`src/rtl/rs422_autobaud_pkg.sv`:
```
// Shared definitions for the RS422 auto-baud detector.
// FSM state encoding and 0x55 sync-byte geometry.
package rs422_autobaud_pkg;

  typedef enum logic [1:0] {
    IDLE    = 2'd0,
    ARMED   = 2'd1,
    MEASURE = 2'd2
  } ab_state_e;

  localparam int SYNC_EDGES = 8;
  localparam int SYNC_SHIFT = 3;

endpackage

```
`src/rtl/rs422_autobaud_rx_sync.sv`:
```
// 2-FF synchronizer plus edge detect for an async RX line.
// Shared with the UART receiver; idles high out of reset.
module rs422_rx_sync (
  input  logic clk,
  input  logic rst_n,
  input  logic rx,
  output logic rx_s,
  output logic rise,
  output logic fall
);

  logic meta_q;
  logic sync_q;
  logic prev_q;

  always_ff @(posedge clk or negedge rst_n) begin
    if (!rst_n) begin
      meta_q <= 1'b1;
      sync_q <= 1'b1;
      prev_q <= 1'b1;
    end else begin
      meta_q <= rx;
      sync_q <= meta_q;
      prev_q <= sync_q;
    end
  end

  assign rx_s = sync_q;
  assign rise = sync_q & ~prev_q;
  assign fall = ~sync_q & prev_q;

endmodule

```
`src/rtl/rs422_autobaud.sv`:
```
// Auto-baud detector: times a 0x55 sync byte, emits baud_div = period-1.
// Define AUTOBAUD_TOL_CHECK_EN for per-interval +/-25% tolerance checking.
module rs422_autobaud
  import rs422_autobaud_pkg::*;
#(
  parameter int             CNT_W   = 32,
  parameter logic [CNT_W-1:0] MAX_CNT = 32'h00FF_FFFF,
  parameter logic [CNT_W-1:0] MIN_DIV = 3
) (
  input  logic             clk,
  input  logic             rst_n,
  input  logic             rx,
  input  logic             start,
  output logic [CNT_W-1:0] baud_div,
  output logic             valid,
  output logic             busy,
  output logic             err
);

  ab_state_e        state_q, state_d;
  logic [CNT_W-1:0] idle_q;
  logic [CNT_W-1:0] total_q;
  logic [2:0]       edge_cnt_q;
  logic             seen_high_q;
  logic [CNT_W-1:0] baud_div_q;
  logic             valid_q;
  logic             err_q;

  logic rx_s, rise, fall, edge_ev;
  logic [CNT_W-1:0] total_fin;
  logic [CNT_W-1:0] div_w;
  logic timeout, last_edge, tol_bad;
  logic arm, meas_start, edge_inc;
  logic load_p0, set_valid, set_err;

  rs422_rx_sync u_sync (
    .clk  (clk),
    .rst_n(rst_n),
    .rx   (rx),
    .rx_s (rx_s),
    .rise (rise),
    .fall (fall)
  );

  assign edge_ev   = rise | fall;
  assign total_fin = (&total_q) ? total_q
                                : total_q + CNT_W'(1);
  assign div_w     = ((total_fin + CNT_W'(4))
                      >> SYNC_SHIFT) - CNT_W'(1);
  assign timeout   = (idle_q == MAX_CNT - CNT_W'(1));
  assign last_edge =
    (edge_cnt_q == 3'(SYNC_EDGES - 1));

`ifdef AUTOBAUD_TOL_CHECK_EN
  logic [CNT_W-1:0] p0_q;
  logic [CNT_W-1:0] iv;
  logic [CNT_W-1:0] lo, hi;

  // idle_q restarts at every edge, so it tracks the open interval
  assign iv = idle_q + CNT_W'(1);
  assign lo = p0_q - (p0_q >> 2);
  assign hi = p0_q + (p0_q >> 2);
  assign tol_bad = (edge_cnt_q != 3'd0) &&
                   ((iv < lo) || (iv > hi));

  always_ff @(posedge clk or negedge rst_n) begin
    if (!rst_n) p0_q <= '0;
    else if (load_p0) p0_q <= iv;
  end
`else
  assign tol_bad = 1'b0;
`endif

  always_comb begin
    state_d    = state_q;
    arm        = 1'b0;
    meas_start = 1'b0;
    edge_inc   = 1'b0;
    load_p0    = 1'b0;
    set_valid  = 1'b0;
    set_err    = 1'b0;
    if (start) begin
      state_d = ARMED;
      arm     = 1'b1;
    end else begin
      unique case (state_q)
        IDLE: ;
        ARMED: begin
          if (fall && seen_high_q) begin
            state_d    = MEASURE;
            meas_start = 1'b1;
          end else if (timeout) begin
            state_d = IDLE;
            set_err = 1'b1;
          end
        end
        MEASURE: begin
          if (edge_ev) begin
            if (tol_bad) begin
              state_d = IDLE;
              set_err = 1'b1;
            end else if (last_edge) begin
              state_d = IDLE;
              if (div_w >= MIN_DIV) set_valid = 1'b1;
              else                  set_err   = 1'b1;
            end else begin
              edge_inc = 1'b1;
              load_p0  = (edge_cnt_q == 3'd0);
            end
          end else if (timeout) begin
            state_d = IDLE;
            set_err = 1'b1;
          end
        end
        default: state_d = IDLE;
      endcase
    end
  end

  always_ff @(posedge clk or negedge rst_n) begin
    if (!rst_n) begin
      state_q     <= IDLE;
      idle_q      <= '0;
      total_q     <= '0;
      edge_cnt_q  <= '0;
      seen_high_q <= 1'b0;
      baud_div_q  <= '0;
      valid_q     <= 1'b0;
      err_q       <= 1'b0;
    end else begin
      state_q <= state_d;
      valid_q <= set_valid;
      err_q   <= set_err;
      if (arm || (state_q != IDLE && edge_ev))
        idle_q <= '0;
      else if (state_q != IDLE)
        idle_q <= idle_q + CNT_W'(1);
      if (meas_start)
        total_q <= '0;
      else if (state_q == MEASURE)
        total_q <= total_fin;
      if (meas_start)
        edge_cnt_q <= '0;
      else if (edge_inc)
        edge_cnt_q <= edge_cnt_q + 3'd1;
      if (arm)
        seen_high_q <= 1'b0;
      else if (state_q == ARMED && rx_s)
        seen_high_q <= 1'b1;
      if (set_valid)
        baud_div_q <= div_w;
    end
  end

  assign baud_div = baud_div_q;
  assign valid    = valid_q;
  assign err      = err_q;
  assign busy     = (state_q != IDLE);

endmodule

```
`config.mk`:
```
export PLATFORM = sky130hd
export DESIGN_NAME = rs422_autobaud
export DESIGN_NICKNAME = d
export VERILOG_FILES = /design/src/rtl/rs422_autobaud_pkg.sv /design/src/rtl/rs422_autobaud_rx_sync.sv /design/src/rtl/rs422_autobaud.sv
export SDC_FILE = /design/constraint.sdc
export NUM_CORES = 1
export LEC_CHECK = 0
export CORE_MARGIN = 8
export CORE_UTILIZATION = 42
export CTS_CLUSTER_SIZE = 28
export DETAILED_ROUTE_END_ITERATION = 8
export DONT_BUFFER_PORTS = 1
export GPL_TIMING_DRIVEN = 0
export SYNTH_ARGS = -nofsm -noshare
export SYNTH_HDL_FRONTEND = slang
export SYNTH_SLANG_ARGS = --single-unit
```
`constraint.sdc`:
```
create_clock -name clk -period 5.6 [get_ports clk]
set_clock_uncertainty 0.2 [all_clocks]
set_input_delay 0.56 -clock clk [delete_from_list [all_inputs] [get_ports clk]]
set_output_delay 0.56 -clock clk [all_outputs]
set_load 0.02 [all_outputs]
```
==> run summary <==
status -> complete, but fails checks
failing checks -> negative setup slack
footprint of the multi-input gates -> 5279 µm²
GRT overflow -> 0
Final min period -> 5.802 ns
worst setup margin -> -0.2016 ns
Layout area overhead -> 18.02%
core footprint -> 18,710 µm²
startpoint types -> flop
period utilization -> 103.6%
Syn Area/Cell -> 8.705 µm²
CTS max path bufs -> 2
register area share after synthesis -> 32.89%
number of enable flip-flop cells after synthesis -> 0
library cells used by synthesis -> 87
peak supply drop -> 0.1704 mV
vias in the first global route -> 6,609
global-route wire length before repair -> 35.30 mm
endpoints failing setup -> 30
CTS Buf Count -> 9
Worst-path clk slew -> 0.07 ns
Critical path origin -> total_q[0]$_DFFE_PN0P_
top cells by area, synth -> dfrtp_1 32%, xnor2_1 6.7%, nor2_1 5.0%, xor2_1 4.9%, mux2_4 4.3%
Hold WC Path Type -> flop to flop
final hold slack -> 0.1572 ns
CTS Sinks -> 105
num rows -> 50
Initial Utilization -> 42.77%
Yosys warning total -> 0
final net count -> 1,000
IO Pins -> 39
asr flop ratio synth -> 100.0%
I/O Buffers -> 0
RSZ-0062 raised after global routing -> yes
drt pass-1 iters -> 5
DIE WIDTH -> 154.0 µm
die area -> 23,720 µm²
Cells after Synth -> 919
htree depth -> 3
Worst EP required -> 5.65 ns
area share of the largest cell type after synthesis -> 31.90%
Via-to-Cell Ratio -> 5.755
Critical Path AT -> 5.85 ns
fill cell count -> 1,716
initial antenna violation count -> 0
post-route insts no fill -> 1,223
final-report hold violation count -> 0
CTS tree -> yes
Slew HR -> 37.03%
min-delay src -> u_sync.meta_q$_DFF_PN1_
area leader, netlist -> dfrtp_1
Post-Route WL -> 21.83 mm
top_reg_cell synth -> dfrtp_1
Residual DRC -> 0
number of DRC markers in iteration 0 -> 452
Avg WL per Cell -> 17.85 µm
Yosys reg bits -> 105
GP Congestion -> 0.8935
vias -> 7,038
Worst Hold Depth -> 0
mapped cell area -> 8000 µm²
critical path class -> flop to flop
CTS Root Cell -> clkbuf_16
Post-Syn Nets -> 935
layout cells sized above 1 -> 21.03%
crit end category -> flop
clk_lat worst skew -> 0.37 ns
post-DP HPWL -> 15.99 mm
Max-Cap Viols -> 0
total track usage -> 18.27%
Fmax -> 172.4 MHz
placed instance count -> 1,153
die height -> 154.0 µm
power per cell area -> 296.5 nW/µm²
largest net degree at the start of global routing -> 106
# diodes -> 0
Lkg Pwr -> 3.691 nW
Worst R2R Start -> total_q[0]$_DFFE_PN0P_
worst reg-to-reg path cell count -> 18
register area -> 2643 µm²
Antenna Nets Post-Route -> 0
final slew viol count -> 0
Slew @ Worst Pin -> 0.9314 ns
Max FO, Critical Path -> 10
[layer usage]
layer / global-route usage (%) / wire length (µm)
met5: 0 / 0
met4: 5.366 / 462
met3: 3.475 / 984
met2: 28.48 / 9882
met1: 25.19 / 10500
[through the flow]
stage	total power, mW	util (%)	TNS [ns]	area, µm²	setup WS, ns
final	2.800	50.47	-4.951	9442	-0.2016
after CTS	2.726	48.76	-10.47	9120	-0.3740
after detailed placement	1.999	44.90	-29.45	8398	-1.080
after floorplan	1.752	-	-3.254	8105	-0.1424
after global placement	1.992	44.90	-27.84	8398	-1.022
after global routing	2.970	50.47	-13.07	9442	-0.4619
[state kept, by name, summed over array words and instances (netlist names)]
name	count
baud_div	30
state_q	2
valid	1
idle_q	32
edge_cnt_q	3
u_sync.prev_q	1
err	1
seen_high_q	1
u_sync.rx_s	1
total_q	32
u_sync.meta_q	1
[path summary, 6_finish.rpt]
| path | slack (ns) | to |
|---|---|---|
| max | -0.20 | baud_div[6]$_DFFE_PN0P_ |
| min | 0.16 | u_sync.rx_s$_DFF_PN1_ |
| max reg2reg | -0.20 | baud_div[6]$_DFFE_PN0P_ |
| min reg2reg | 0.16 | u_sync.rx_s$_DFF_PN1_ |
| max in group asynchronous | 4.15 | total_q[14]$_DFFE_PN0P_ |
| min in group asynchronous | 0.57 | idle_q[12]$_DFFE_PN0P_ |
[logic make-up (layout without fill, tap and decap cells)]
logic type | Yosys count | in the layout | synth area share [%]
AOI/OAI and AO/OA | 165 | 165 | 13.73
xor gates and xnor gates | 106 | 106 | 11.60
adders and majority gates | 12 | 12 | 1.877
buffers and inverters | 76 | 146 | 4.645
DFF | 105 | 105 | 32.89
muxes | 39 | 39 | 6.350
and+or+nand+nor | 416 | 416 | 28.90
[placed cells by master, fill, tap and decap left out, types with 10 or more instances in the layout]
master     Yosys  layout
a211oi_1      11      11
o21ai_0       44      43
nor4_1        18      18
xor2_1        45      44
and3_1        11      11
buf_4         12      54
nand2_1       77      74
nand4_1       32      32
inv_1         27      26
buf_6          2      15
clkbuf_1      22      19
a21oi_1       38      37
mux2i_1       14      13
nand3_1       34      33
nor3_1        25      24
clkbuf_16      0      10
mux2_4        23      23
ha_1          12      10
or3_1         20      20
nor2_1       106     102
xnor2_1       61      56
a31oi_1       12      12
dfrtp_1      102      93
[synth_stat cells (3+ instances only)]
cell type  instances
and4_1            10
nor4_1            18
nor4b_1            3
and3_1            11
o211ai_1           4
dfrtp_1          102
nand2b_1           5
or2_2              9
or3_1             20
nor3_1            25
o21ai_0           44
clkbuf_1          22
nand4_1           32
nand3_2            3
nor3b_1            4
nand3b_1           5
o311ai_0           5
mux2_4            23
inv_1             27
or4_1              9
xnor2_1           61
o22ai_1            8
a31oi_1           12
or2_1              3
a21o_1             3
and3b_1            3
a21oi_1           38
dfstp_2            3
xor2_1            45
buf_2             10
and2_1             8
o31ai_1            5
nor2_1           106
o21a_1             4
ha_1              12
mux2i_1           14
nor2b_1            4
nor4_4             4
nand2_1           77
nand3_1           34
a211oi_1          11
a21boi_0           3
buf_4             12
[worst max-delay path, stage by stage (launching register included)]
cell       delay, ns
dfrtp_1         0.40
ha_4            0.20
buf_4           0.13
clkbuf_2        0.23
nand3_1         0.15
o21ai_0         0.35
o311ai_0        0.32
a2111oi_1       0.50
a31oi_1         0.12
or3_1           0.38
clkbuf_1        0.16
nand3b_1        0.40
nor4_4          0.34
nor4b_4         0.29
xor2_2          0.14
or4b_4          0.55
o31a_4          0.35
clkbuf_16       0.18
mux2_4          0.29
[report_power, final]
| group | switching (mW) | leakage [nW] | internal, mW |
|---|---|---|---|
| clock | 0.329 | 0.144 | 0.316 |
| combinational | 0.741 | 2.18 | 0.492 |
| sequential | 0.0875 | 1.37 | 0.835 |
| total | 1.16 | 3.69 | 1.64 |
[area by class of cell]
type                    count  share of cell area, %
flip-flops and latches    105                  27.99
repair buffers             57                  5.221
clock buffers               9                  2.385
multi-input cells         738                  55.91
well taps                 234                  3.101
plain buffers              46                  3.565
clock inverters             7                 0.7554
inverters                  27                  1.073
[timing repair]
item | 4_1_cts | 5_1_grt
pin swaps | 19 | 23
endpoints found under the hold margin | 106 | 0
buffers inserted | 26 | 27
cloned | 0 | 1
hold buffers | 3 | 0
gates resized for setup | 47 | 29
setup endpoints to repair | 32 | 32
Note: power is estimated with default switching activity, not from simulation.
